$ cat config.mk
export PLATFORM = sky130hd
export DESIGN_NAME = coeffs_load_sequencer
export DESIGN_NICKNAME = d
export VERILOG_FILES = /design/src/rtl/coeffs_load_sequencer.sv
export SDC_FILE = /design/constraint.sdc
export NUM_CORES = 1
export LEC_CHECK = 0
export CAP_MARGIN = 20
export CORE_MARGIN = 1.5
export CORE_UTILIZATION = 44
export DETAILED_ROUTE_END_ITERATION = 16
export HOLD_SLACK_MARGIN = 0.03
export PLACE_DENSITY = 0.79
export SETUP_SLACK_MARGIN = 0.1
export SYNTH_ARGS = -nofsm -noshare
export SYNTH_HDL_FRONTEND = slang
export SYNTH_SLANG_ARGS = --single-unit
$ cat constraint.sdc
create_clock -name clk -period 2.4 [get_ports clk]
set_input_delay 0.48 -clock clk [delete_from_list [all_inputs] [get_ports clk]]
set_output_delay 0.48 -clock clk [all_outputs]
set_load 0.01 [all_outputs]
$ cat src/rtl/coeffs_load_sequencer.sv
// Coefficient reload sequencer: streams NUM_COEFFS beats into the FIR coefficient bank write port
// and issues the shadow-bank commit only at a safe tap-counter phase.
module coeffs_load_sequencer #(
    parameter int unsigned NUM_COEFFS  = 64,
    parameter int unsigned ADDR_WIDTH  = 6,
    parameter int unsigned COEFF_WIDTH = 16,
    parameter int unsigned SYNC_COUNT  = 63
) (
    input  logic                   clk,
    input  logic                   rst,
    input  logic                   clk_enable,
    input  logic [ADDR_WIDTH-1:0]  current_count,
    input  logic                   load_start,
    input  logic                   load_abort,
    input  logic [COEFF_WIDTH-1:0] s_data,
    input  logic                   s_valid,
    input  logic                   s_last,
    output logic                   s_ready,
    output logic [ADDR_WIDTH-1:0]  write_address,
    output logic [COEFF_WIDTH-1:0] coeffs_in,
    output logic                   write_enable,
    output logic                   coeffs_en,
    output logic                   busy,
    output logic                   done,
    output logic                   error
);

    // One extra bit so the beat counter can reach NUM_COEFFS without wrapping.
    localparam int unsigned            CntWidth = ADDR_WIDTH + 1;
    localparam logic [CntWidth-1:0]    LastIdx  = CntWidth'(NUM_COEFFS - 1);
    localparam logic [ADDR_WIDTH-1:0]  SyncVal  = ADDR_WIDTH'(SYNC_COUNT);

    typedef enum logic [1:0] {
        StIdle,
        StLoad,
        StWaitSync,
        StCommit
    } state_e;

    state_e                 state_q, state_d;
    logic [CntWidth-1:0]    cnt_q, cnt_d;
    logic                   we_q, we_d;
    logic [ADDR_WIDTH-1:0]  addr_q, addr_d;
    logic [COEFF_WIDTH-1:0] data_q, data_d;
    logic                   done_q, done_d;
    logic                   error_q, error_d;
    logic                   final_q, final_d;   // the frame's closing beat has been accepted
    logic                   bad_q, bad_d;       // that closing beat violated framing

    logic accept;
    logic consume;

    always_comb begin
        state_d = state_q;
        cnt_d   = cnt_q;
        we_d    = we_q;
        addr_d  = addr_q;
        data_d  = data_q;
        done_d  = 1'b0;
        error_d = error_q;
        final_d = final_q;
        bad_d   = bad_q;
        s_ready = 1'b0;
        accept  = 1'b0;
        consume = we_q && clk_enable;

        case (state_q)
            StIdle: begin
                if (load_start) begin
                    state_d = StLoad;
                    cnt_d   = '0;
                    error_d = 1'b0;
                    final_d = 1'b0;
                    bad_d   = 1'b0;
                end
            end
            StLoad: begin
                s_ready = !final_q && (!we_q || clk_enable);
                accept  = s_valid && s_ready;
                if (load_abort) begin
                    state_d = StIdle;
                    we_d    = 1'b0;
                end else if (accept) begin
                    we_d   = 1'b1;
                    addr_d = cnt_q[ADDR_WIDTH-1:0];
                    data_d = s_data;
                    cnt_d  = cnt_q + 1'b1;
                    if (s_last || (cnt_q == LastIdx)) begin
                        final_d = 1'b1;
                        bad_d   = !(s_last && (cnt_q == LastIdx));
                    end
                end else if (consume) begin
                    we_d = 1'b0;
                    if (final_q) begin
                        if (bad_q) begin
                            state_d = StIdle;
                            error_d = 1'b1;
                        end else begin
                            state_d = StWaitSync;
                        end
                    end
                end
            end
            StWaitSync: begin
                if (load_abort) begin
                    state_d = StIdle;
                end else if (clk_enable && (current_count == SyncVal)) begin
                    state_d = StCommit;
                end
            end
            StCommit: begin
                state_d = StIdle;
                done_d  = 1'b1;
            end
            default: begin
                state_d = StIdle;
            end
        endcase
    end

    always_ff @(posedge clk or negedge rst) begin
        if (!rst) begin
            state_q <= StIdle;
            cnt_q   <= '0;
            we_q    <= 1'b0;
            addr_q  <= '0;
            data_q  <= '0;
            done_q  <= 1'b0;
            error_q <= 1'b0;
            final_q <= 1'b0;
            bad_q   <= 1'b0;
        end else begin
            state_q <= state_d;
            cnt_q   <= cnt_d;
            we_q    <= we_d;
            addr_q  <= addr_d;
            data_q  <= data_d;
            done_q  <= done_d;
            error_q <= error_d;
            final_q <= final_d;
            bad_q   <= bad_d;
        end
    end

    assign write_address = addr_q;
    assign coeffs_in     = data_q;
    assign write_enable  = we_q;
    assign coeffs_en     = (state_q == StCommit);
    assign busy          = (state_q != StIdle);
    assign done          = done_q;
    assign error         = error_q;

endmodule

==> results of run 1 <==
-- sequential cells by signal (all words and copies together), names as in the netlist --
signal,count
coeffs_in,16
bad_q,1
final_q,1
cnt_q,7
done,1
write_enable,1
error,1
write_address,6
state_q,2
-- area by class of cell --
class | count | area [um2] | area share, %
Tap cell | 46 | 57.6 | 2.52
Inverter | 2 | 7.51 | 0.329
Multi-Input combinational cell | 127 | 626 | 27.4
Timing Repair Buffer | 61 | 592 | 25.9
Clock inverter | 1 | 30.0 | 1.32
Clock buffer | 7 | 65.1 | 2.85
Sequential cell | 36 | 903 | 39.6
-- layer usage --
layer	wire length (um)	up-vias	global-route usage, %
met2	1620	41	31.3
li1	-	686	-
met3	183	5	6.13
met5	0	-	0
met4	43	0	5.83
met1	1570	648	26.7
-- synth_stat cells --
library cell and count:
sky130_fd_sc_hd__a21oi_1 6, sky130_fd_sc_hd__and2_1 2, sky130_fd_sc_hd__and3_1 1, sky130_fd_sc_hd__buf_6 1
sky130_fd_sc_hd__clkbuf_1 7, sky130_fd_sc_hd__dfrtp_1 36, sky130_fd_sc_hd__ha_1 1, sky130_fd_sc_hd__inv_1 2
sky130_fd_sc_hd__mux2i_1 1, sky130_fd_sc_hd__nand2_1 76, sky130_fd_sc_hd__nand2b_1 1, sky130_fd_sc_hd__nand3_1 4
sky130_fd_sc_hd__nand3b_1 1, sky130_fd_sc_hd__nand4_1 1, sky130_fd_sc_hd__nand4bb_4 1, sky130_fd_sc_hd__nor2_1 6
sky130_fd_sc_hd__nor2b_1 2, sky130_fd_sc_hd__nor3_1 5, sky130_fd_sc_hd__nor3_2 1, sky130_fd_sc_hd__nor3b_1 1
sky130_fd_sc_hd__nor4_1 2, sky130_fd_sc_hd__o211ai_1 1, sky130_fd_sc_hd__o21ai_0 4, sky130_fd_sc_hd__o22a_1 2
sky130_fd_sc_hd__o31ai_1 3, sky130_fd_sc_hd__or2b_1 1, sky130_fd_sc_hd__or3_1 1, sky130_fd_sc_hd__or4_1 2
sky130_fd_sc_hd__xnor2_1 1
-- cells by family after synthesis --
logic type | Yosys count | share of synthesized area, %
and+or+nand+nor | 108 | 31.3
DFF | 36 | 57.6
AOI/OAI and AO/OA | 16 | 6.24
buffers and inverters | 10 | 2.88
xor gates and xnor gates | 1 | 0.560
muxes | 1 | 0.640
adders and majority gates | 1 | 0.799
-- power breakdown --
group | internal [mW] | total, mW | switching, mW | leakage [nW]
clock | 0.277 | 0.478 | 0.201 | 0.0515
combinational | 0.379 | 0.655 | 0.276 | 0.542
sequential | 0.764 | 0.864 | 0.100 | 0.470
total | 1.42 | 2.00 | 0.577 | 1.06
-- timing repair --
item	in CTS	in global routing
gates resized for setup	3	0
hold buffers	0	0
setup endpoints to repair	1	0
-- worst max path at each step --
| stage | startpoint | to | slack [ns] |
|---|---|---|---|
| after floorplan | load_abort | cnt_q[5]$_DFFE_PN0P_ | 0.67 |
| after global routing | state_q[0]$_DFFE_PN0P_ | busy | 0.23 |
| after CTS | state_q[0]$_DFFE_PN0P_ | busy | 0.37 |
| after global placement | s_valid | cnt_q[6]$_DFFE_PN0P_ | 0.12 |
| after detailed placement | s_valid | cnt_q[5]$_DFFE_PN0P_ | 0.08 |
| final | state_q[0]$_DFFE_PN0P_ | busy | 0.38 |
-- through the flow --
| stage | util (%) | std cells | total power, mW | setup WS, ns | hold slack (ns) |
|---|---|---|---|---|---|
| 6_report | 67.8 | 280 | 2.00 | 0.385 | 0.202 |
| 5_1_grt | 67.8 | 280 | 2.14 | 0.227 | 0.250 |
| 4_1_cts | 67.8 | 280 | 2.02 | 0.366 | 0.220 |
| 3_5_place_dp | 65.0 | 272 | 1.54 | 0.0799 | 0.462 |
| 3_3_place_gp | 65.0 | 272 | 1.53 | 0.119 | 0.457 |
| 2_1_floorplan | - | 173 | 1.13 | 0.673 | 0.184 |
-- critical path: stages (launching register included) --
cell	delay, ns
sky130_fd_sc_hd__dfrtp_2	0.48
sky130_fd_sc_hd__nor2_1	0.19
sky130_fd_sc_hd__inv_1	0.06
sky130_fd_sc_hd__clkdlybuf4s50_1	0.47
-- cells in the final DEF, fill, tap and decap left out, types with 2 or more instances in the layout --
master                            Yosys  layout
sky130_fd_sc_hd__dfrtp_2              0       2
sky130_fd_sc_hd__o21ai_0              4       4
sky130_fd_sc_hd__nand2_1             76      76
sky130_fd_sc_hd__nor2_1               6       6
sky130_fd_sc_hd__nor2b_1              2       2
sky130_fd_sc_hd__inv_1                2       2
sky130_fd_sc_hd__o22a_1               2       2
sky130_fd_sc_hd__dfrtp_1             36      34
sky130_fd_sc_hd__nor3_1               5       5
sky130_fd_sc_hd__nor4_1               2       2
sky130_fd_sc_hd__clkbuf_4             0       5
sky130_fd_sc_hd__clkbuf_8             0       2
sky130_fd_sc_hd__clkdlybuf4s50_1      0      54
sky130_fd_sc_hd__buf_4                0       5
sky130_fd_sc_hd__o31ai_1              3       3
sky130_fd_sc_hd__nand3_1              4       4
sky130_fd_sc_hd__or4_1                2       2
sky130_fd_sc_hd__and2_1               2       2
sky130_fd_sc_hd__a21oi_1              6       6
==> metrics list, run 1 <==
* Post-DRT Antenna Nets: 0
- Result of the run: finished clean
* Antenna violations before repair: 0
- The number of nets handed over by synthesis was 203.
- Skew-Pair Late Insertion Delay: roughly 0.34 ns
* Max-slew violations: 0
- Once the clock tree was built, the setup fixing pass inserted 0 buffers.
- The routed layout has 1380 vias.
- Count of warnings emitted by yosys: 0
* Total grt overflow: 0
- Register bit total from synthesis: 36
* Die Height: 62.6 um
* Unrepaired setup endpoints after global routing: no
- The worst setup path is of the reg2out kind.
* Final Hold Fails: 0
- The number of global-route vias before repair is 1356.
* Worst-case clock skew: a little over 0.008 ns
* FF-to-FF End: cnt_q[6]$_DFFE_PN0P_
- Critical path startpoint category: flop
- Reg clk slew, reported paths: 0.11 ns
- TritonCTS built the clock tree.
- The synthesized netlist contains 29 unique library cells.
- The tool flagged a number of max-cap violations equal to 0.
- Summed over all cells, the static leakage comes to 1.06 nW.
- Aggregate global-route resource usage: 19.9%
* Minimum setup slack among reg-to-reg paths: approximately 0.50 ns
- Global-route wire length before repair: about 6000 um
- Net count, final: 263
- Register area share after synthesis: 57.6%
- Entering global routing, the biggest net connects 37 pins.
- The share of synthesized area in the top cell type comes to 57.6%.
- Dividing the synthesized area by the synthesized cell count gives about 9 um2.
* Least-Margin Pin Slew: 0.774 ns
- Of all nets on the critical path, the largest fanout is 8.
- Counting every sink on the clock net gives 36.
- Data on the critical path is required at its endpoint by 1.92 ns.
- The worst setup path is captured at an output port.
- In the routed design, unresolved DRC markers number 0.
- Slew margin rel.: 48.4%
- The worst hold path belongs to the class in2async.
- The synthesized netlist occupies a cell area of roughly 0.0016 mm2.
- Timing would allow up to 0.496 GHz.
* CP Data Arrival Time: approximately 1.5 ns
- Synthesis handed over a netlist of 173 instances.
- Number of rows created at floorplan: 21
- After routing, the total negative slack on setup checks comes to 0 ns.
- Number of ports placed on the die boundary: 57
* Area Growth Syn to Fin: 45.7%
- Of the cells placed in the final design, the portion with a size suffix greater than 1 is 7.69%.
- Number of buffers added by the clock tree synthesis step: 5
* Cell types occupying the most area after synthesis: sky130_fd_sc_hd__dfrtp_1, sky130_fd_sc_hd__nand2_1, sky130_fd_sc_hd__a21oi_1
- Across the VDD grid, the largest voltage drop is roughly 0.00049 V.
* # diodes: 0
- Max Root-Sink Buffers: 2
* Library cell with the largest summed area after synthesis: sky130_fd_sc_hd__dfrtp_1
- Overall die width: 62.6 um
- Reg2reg path depth: 4
- Initial core utilization: 46.5%
- Floorplan die area: 0.00392 mm2
- Core Footprint: 0.00336 mm2
- Post-route minimum period: between 2 and 2.5 ns
- The congestion estimate from routability-driven global placement came to 0.800.
- Number of detailed-route iterations in the first pass: 4
* Placed cell areas: approximately 0.0022 mm2
- Clock tree root driver cell: sky130_fd_sc_hd__clkbuf_4
- Post-route clock period utilization: between 80% and 90%
- For this block, the routed nets add up to 3410 um of wire.
- The H-tree was split into 2 levels.
- Layout Cell Area excl Fill: around 0.0023 mm2
* Power density relative to cell area: 875 mW/mm2
* Reg-to-Reg Start: final_q$_DFFE_PN0P_
* Average wire length per cell after detail routing: about 12 um
- Hpwl dp: 2470 um
* Setup Viol. Count Final: 0
- In this run the tool buffered the top-level ports with 56 buffer cells.
- Using the TritonRoute via totals, the vias-per-cell ratio works out to 4.93.
- Fillers: 298
- Number of violations reported at the end of detailed-routing iteration 0: 67
Power figures use the tool's default switching activity.
==> run 2: changes to the inputs <==
==> constraint.sdc (replaced) <==
create_clock -name clk -period 1.9 [get_ports clk]
set_input_delay 0.38 -clock clk [delete_from_list [all_inputs] [get_ports clk]]
set_output_delay 0.38 -clock clk [all_outputs]
set_load 0.01 [all_outputs]
==> metrics list, run 2 (synthesis results as in run 1) <==
- The flow ran to the end, and the final reports show no timing, DRC or antenna violations.
- Sinks on the clock net: 36
* Number of rows created at floorplan: 21
- Global routing used 19.5% of the available tracks across all layers.
* Worst Hold Class: in2async
* Clock tree root driver cell: sky130_fd_sc_hd__clkbuf_4
- Final Hold Fails: 0
* Sequence of cells on the critical path: buf_4, nand4bb_4, or3_4, or4_4, a21oi_2
* CTS tree: yes
- At the pin with the least slew margin, the transition time is 0.448 ns.
- Biggest fanout along the worst timing path: 5
* Largest stage delay on the critical path: 0.44 ns
* Hpwl dp: around 2500 um
- Worst setup endpoint: cnt_q[6]$_DFFE_PN0P_
- # port buffers: 56
- Minimum setup slack among reg-to-reg paths: 0.09 ns
- For this run, the detailed router's first-pass iteration total came to 4.
- The critical path is of the reg2reg type.
- Tracing the worst setup path back leads to its startpoint at state_q[1]$_DFFE_PN0P_.
* Cell internal power dissipation: between 1.5 and 2 mW
* Total grt overflow: 0
* Average wire length per cell after detail routing: around 13 um
- Global-route wire length before repair: approximately 6000 um
* Largest net degree at the start of global routing: 37
- Setup Total Neg Slack: 0 ns
* Flip-flop count of the largest register after layout: 16
* Multi-input gate area: 684 um2
* Max-slew violations: 0
- Counting the fill cells in the layout gives 280.
- STA classifies the critical path startpoint as a flop.
* Unrepaired setup endpoints after global routing: yes
- Compared with the post-synthesis result, the final layout area differs by 55.0%.
* Post-DRT Antenna Nets: 0
- Worst hold slack: 0.0501 ns
* Power density relative to cell area: roughly 1000 mW/mm2
- Antenna violations before repair: 0
- The floorplan step defined a die boundary enclosing 0.00392 mm2.
- Sum of routed wire length over all layers: 3700 um
* Overall die width: 62.6 um
* Crit path buffers/inverters: 1
* Req. time, crit path: about 2.2 ns
- Via count normalized by instance count: 4.84
* Worst setup slack after layout: 0.0882 ns
- Number of ports placed on the die boundary: 57
* Worst-case clock skew: 0.0126 ns
- Net switching is 31.1% of the power.
- # diodes: 0
- Clk pwr share: 18.3%
- Reg power frac: 44.7%
- CTS Hold Buffers Added: 0
- Max Root-Sink Buffers: 2
- Clock H-tree levels: 2
- Standby leakage power: approximately 1.1 nW
- The worst register-to-register path has a depth of 5.
- Clock tree synthesis inserted a total of 5 buffers.
- FF-to-FF End: cnt_q[6]$_DFFE_PN0P_
* Number of global-route vias before repair: approximately 1300
- The die is around 63 um tall.
* Max rail drop VDD: 0.000679 V
- Fraction of layout cells with a size suffix above 1: roughly 15%
- Number of violations reported at the end of detailed-routing iteration 0: 69
- Final weighted congestion in routability-driven placement: 0.830
* Reg clk slew, reported paths: 0.12 ns
- Total DRC errors in the routed layout: 0
- Grouping stages by cell kind, the critical path spends the most delay in simple AND/OR/NAND/NOR gates.
- The clock reaches the later pin of the worst-skew pair after between 0.3 and 0.4 ns.
* Max Clock Freq: 0.552 GHz
* Share of the core filled with cells: 72.1%
- The worst setup path is captured at a flop.
* Setup Viol. Count Final: 0
- Dividing the final minimum period by the clock period gives approximately 95%.
- Net count, final: 274
- Net load switching power: roughly 750 uW
- The tool flagged a number of max-cap violations equal to 0.
- The share of total power dissipated in combinational logic is 37.0%.
* Core Footprint: 0.00336 mm2
- Measured against its own limit, the worst slew margin works out to 70.1%.
- Initial core utilization: a little under half
- In the layout the commonest cells are sky130_fd_sc_hd__nand2_1, sky130_fd_sc_hd__clkdlybuf4s50_1, sky130_fd_sc_hd__dfrtp_1, sky130_fd_sc_hd__buf_4.
* Post-route minimum period: 1.81 ns
- Number of cells on the critical path: 5
* Post-Place Worst Slack: -0.266 ns
- Summing over every cut layer, the via total after detailed routing is 1409.
- Reg-to-Reg Start: state_q[1]$_DFFE_PN0P_
- CP Data Arrival Time: 2.08 ns
- The library cell used most frequently in the layout, excluding fill and tap cells, is sky130_fd_sc_hd__nand2_1.
- On the critical path, the stage with the largest delay is an instance of sky130_fd_sc_hd__or3_4.
- Seq. cell area: 901 um2
[run 2: power by group through the flow]
stage | logic [mW] | registers, mW | clock network [mW]
after floorplan | 0.248 | 1.18 | 0
after global placement | 0.853 | 1.09 | 0
after detailed placement | 0.870 | 1.10 | 0
after CTS | 0.870 | 1.08 | 0.455
after global routing | 0.984 | 1.11 | 0.496
final | 0.895 | 1.08 | 0.443
[run 2: layout make-up]
type / count / share of cell area, %
sequential: 36 / 37.1
timing repair buffer: 72 / 29.3
multi-input combinational: 127 / 28.2
tap: 46 / 2.37
clock buffer: 6 / 2.11
clock inverter: 2 / 0.567
inverter: 2 / 0.309
[run 2: how the worst min path moves through the flow]
stage	cells after the start	slack, ns	end
2_1_floorplan	0	0.08	bad_q$_DFFE_PN0P_
3_3_place_gp	2	0.44	done$_DFF_PN0_
3_5_place_dp	2	0.44	done$_DFF_PN0_
4_1_cts	2	0.06	coeffs_in[13]$_DFFE_PN0P_
5_1_grt	2	0.08	coeffs_in[12]$_DFFE_PN0P_
6_report	2	0.05	coeffs_in[12]$_DFFE_PN0P_
[run 2: metrics by stage]
| step | power (mW) | area (um2) | cells |
|---|---|---|---|
| floorplan | 1.42 | 1570 | 173 |
| global placement | 1.95 | 2240 | 278 |
| detailed placement | 1.97 | 2240 | 278 |
| CTS | 2.41 | 2310 | 287 |
| global route | 2.59 | 2430 | 291 |
| finish | 2.42 | 2430 | 291 |
[run 2: routing by layer]
layer	GRT usage [%]	up-vias	part of all wire (%)
met5	0	-	0
met4	8.33	0	1.5
met3	5.41	6	4.6
met2	31.9	35	48
met1	24.2	660	46
li1	-	708	-
[run 2: worst reg2reg max path, cell delays in order (launching register included)]
cell and delay [ns]:
sky130_fd_sc_hd__dfrtp_1 0.41, sky130_fd_sc_hd__buf_4 0.14, sky130_fd_sc_hd__nand4bb_4 0.19, sky130_fd_sc_hd__or3_4 0.45
sky130_fd_sc_hd__or4_4 0.43, sky130_fd_sc_hd__a21oi_2 0.13
[run 2: what timing repair did]
item / 4_1_cts / 5_1_grt
resized for setup: 4 / 16
endpoints found under the setup margin: 5 / 5
buffers inserted: 1 / 3
pin swaps: 0 / 6
gates cloned: 0 / 1
==> run 3: changes to the inputs <==
--- a/config.mk
+++ b/config.mk
@@ -7,11 +7,14 @@
 export LEC_CHECK = 0
 export CAP_MARGIN = 20
 export CORE_MARGIN = 1.5
-export CORE_UTILIZATION = 44
+export CORE_UTILIZATION = 46
+export CTS_BUF_LIST = sky130_fd_sc_hd__clkbuf_8
 export DETAILED_ROUTE_END_ITERATION = 16
 export HOLD_SLACK_MARGIN = 0.03
-export PLACE_DENSITY = 0.79
+export MAX_ROUTING_LAYER = met4
+export PLACE_DENSITY = 0.82
 export SETUP_SLACK_MARGIN = 0.1
+export SKIP_LAST_GASP = 1
 export SYNTH_ARGS = -nofsm -noshare
 export SYNTH_HDL_FRONTEND = slang
 export SYNTH_SLANG_ARGS = --single-unit
==> metrics list, run 3 (synthesis results as in run 1) <==
- Initial core utilization: 49.6%
* Highest metal layer with signal wires: met4
- Multi-input gate area: 653 um2
- Clock H-tree levels: 2
* # diodes: 0
- Seq. cell area: 903 um2
- The flow ran to the end, and the final reports show no timing, DRC or antenna violations.
- Reg clk slew, reported paths: 0.08 ns
* Core Footprint: 0.00315 mm2
- Share of the core filled with cells: between 70% and 80%
- Global-route wire length before repair: around 6000 um
* Max rail drop VDD: 0.000810 V
- The clock period could shrink to 1.76 ns.
* Flip-flop count of the largest register after layout: 16
- Critical path startpoint category: flop
- Total grt overflow: 0
- Number of global-route vias before repair: 1414
- Worst Hold Class: in2async
* Antenna violations before repair: 0
* Final Non-Filler Cells: 286
* Max-slew violations: 0
- Net count, final: around 270
* Final weighted congestion in routability-driven placement: 0.822
* Post-DRT Antenna Nets: 0
- Derived from the worst setup path, the maximum achievable clock frequency is 0.567 GHz.
- Number of violations reported at the end of detailed-routing iteration 0: 74
- Along the worst path, the maximum fanout reaches 18.
- The floorplan step defined a die boundary enclosing 0.00376 mm2.
* Sum of routed wire length over all layers: 3980 um
- Clock tree synthesis found a total of 36 sinks.
* Overall die width: 61.3 um
- The design draws 2.64 mW.
- Critical path class: reg2reg
- CP Data Arrival Time: a little under 2 ns
- Entering global routing, the biggest net connects 37 pins.
* Net load switching power: 779 uW
* Number of buffers added by the clock tree synthesis step: 5
- The startpoint identified for the worst register-to-register timing path is final_q$_DFFE_PN0P_.
- Reg power frac: slightly above 40%
- Most common cell after layout, fill and taps aside: sky130_fd_sc_hd__nand2_1
* Setup Viol. Count Final: 0
* Die Height: 61.3 um
* Least-Margin Pin Slew: 0.798 ns
* Fillers: 238
- Setup repair after global routing left no endpoint under its margin.
- Placed instance count: ~280
- The hold violation count in the final report is 0.
* Fraction of layout cells with a size suffix above 1: 13.6%
* Setup crit start: final_q$_DFFE_PN0P_
* Worst setup endpoint: cnt_q[3]$_DFFE_PN0P_
- Area Growth Syn to Fin: 52.7%
- Clk pwr share: 25.2%
* Post-route clock period utilization: 92.8%
- Worst hold slack: 0.169 ns
* Cell internal power dissipation: between 1.5 and 2 mW
- Max Root-Sink Buffers: 2
* Slew margin rel.: 46.8%
- Number of detailed-route iterations in the first pass: 4
- After detailed routing, the number of remaining DRC violations is 0.
* Aggregate global-route resource usage: 23.1%
* DRT met1 WL: 1680 um
* Average wire length per cell after detail routing: 13.9 um
- Wire segments on met2 add up to roughly 2000 um in the final route.
- The clock arrives with about 0.0085 ns of skew.
- At the worst endpoint, the required time is around 2.1 ns.
* Via count: between 1000 and 1500
- Combinational logic is responsible for 33.4% of the overall power.
- The tool flagged a number of max-cap violations equal to 0.
* Routed wl met3: 226 um
* Critical Path End Type: flop
- Number of ports placed on the die boundary: 57
* Minimum setup slack among reg-to-reg paths: 0.14 ns
* Clock tree root driver cell: sky130_fd_sc_hd__clkbuf_8
* Standby leakage power: 1.13 nW
- After detailed routing, the number of vias per cell comes to 5.05.
* # port buffers: 56
* Hpwl dp: 2700 um
- Reg2reg path depth: 5
- Number of rows created at floorplan: 20
- In this run switching power makes up between 20% and 30% of total power.
* Most frequent cells in the layout: sky130_fd_sc_hd__nand2_1, sky130_fd_sc_hd__clkdlybuf4s50_1, sky130_fd_sc_hd__dfrtp_1, sky130_fd_sc_hd__buf_4
* CTS tree: yes
- FF-to-FF End: cnt_q[3]$_DFFE_PN0P_
* Skew-Pair Late Insertion Delay: between 0.2 and 0.3 ns
- Power density relative to cell area: 1100 mW/mm2
## run 3: changes by cell type in the layout (fill, tap and decap cells not counted), moves of 2 or more
| cell | delta |
|---|---|
| sky130_fd_sc_hd__clkbuf_4 | -5 |
| sky130_fd_sc_hd__clkbuf_8 | +4 |
| sky130_fd_sc_hd__clkdlybuf4s50_1 | -2 |
| sky130_fd_sc_hd__dfrtp_1 | -2 |
| sky130_fd_sc_hd__dfrtp_2 | +2 |
## run 3: cell type report
class	instances	area share, %
Sequential cell	36	37.8
Tap cell	44	2.30
Inverter	2	0.314
Multi-Input combinational cell	127	27.3
Timing Repair Buffer	69	27.6
Clock inverter	3	1.78
Clock buffer	5	2.88
## run 3: per-layer routing
layer	track usage, %	vias up
met5	-	-
met4	6.99	0
met3	6.30	4
met2	38.8	39
met1	27.1	704
li1	-	698
## run 3: power by group through the flow
stage	clock (mW)	sequential, mW	combinational [mW]
CTS	0.682	1.09	0.888
global placement	0	1.09	0.856
detailed placement	0	1.11	0.874
floorplan	0	1.18	0.248
finish	0.665	1.09	0.882
global route	0.712	1.11	0.965
## run 3: worst min-delay path by stage
stage | end | startpoint | slack (ns)
6_report | coeffs_in[4]$_DFFE_PN0P_ | rst | 0.17
5_1_grt | coeffs_in[4]$_DFFE_PN0P_ | rst | 0.23
4_1_cts | coeffs_in[4]$_DFFE_PN0P_ | rst | 0.19
3_5_place_dp | coeffs_in[8]$_DFFE_PN0P_ | coeffs_in[8]$_DFFE_PN0P_ | 0.46
3_3_place_gp | coeffs_in[8]$_DFFE_PN0P_ | coeffs_in[8]$_DFFE_PN0P_ | 0.46
2_1_floorplan | bad_q$_DFFE_PN0P_ | rst | 0.08
## run 3: per-stage QoR
step | cell area, um2 | setup TNS (ns) | setup slack (ns)
floorplan | 1570 | 0 | 0.186
CTS | 2360 | 0 | 0.0690
global route | 2390 | 0 | 0.104
finish | 2390 | 0 | 0.137
detailed placement | 2240 | -0.738 | -0.236
global placement | 2240 | -0.642 | -0.192
## run 3: worst max-delay path: stages, from the launching register on
cell	delay (ns)
sky130_fd_sc_hd__dfrtp_1	0.43
sky130_fd_sc_hd__nand4bb_4	0.25
sky130_fd_sc_hd__or3_4	0.36
sky130_fd_sc_hd__buf_4	0.21
sky130_fd_sc_hd__o211ai_1	0.27
sky130_fd_sc_hd__o31ai_1	0.12
## run 3: what timing repair did
| action | in CTS | in global routing |
|---|---|---|
| hold buffers | 0 | 0 |
| endpoints found under the setup margin | 5 | 4 |
| buffers inserted | 1 | 0 |
| gates resized for setup | 7 | 10 |
| pin swaps | 0 | 1 |
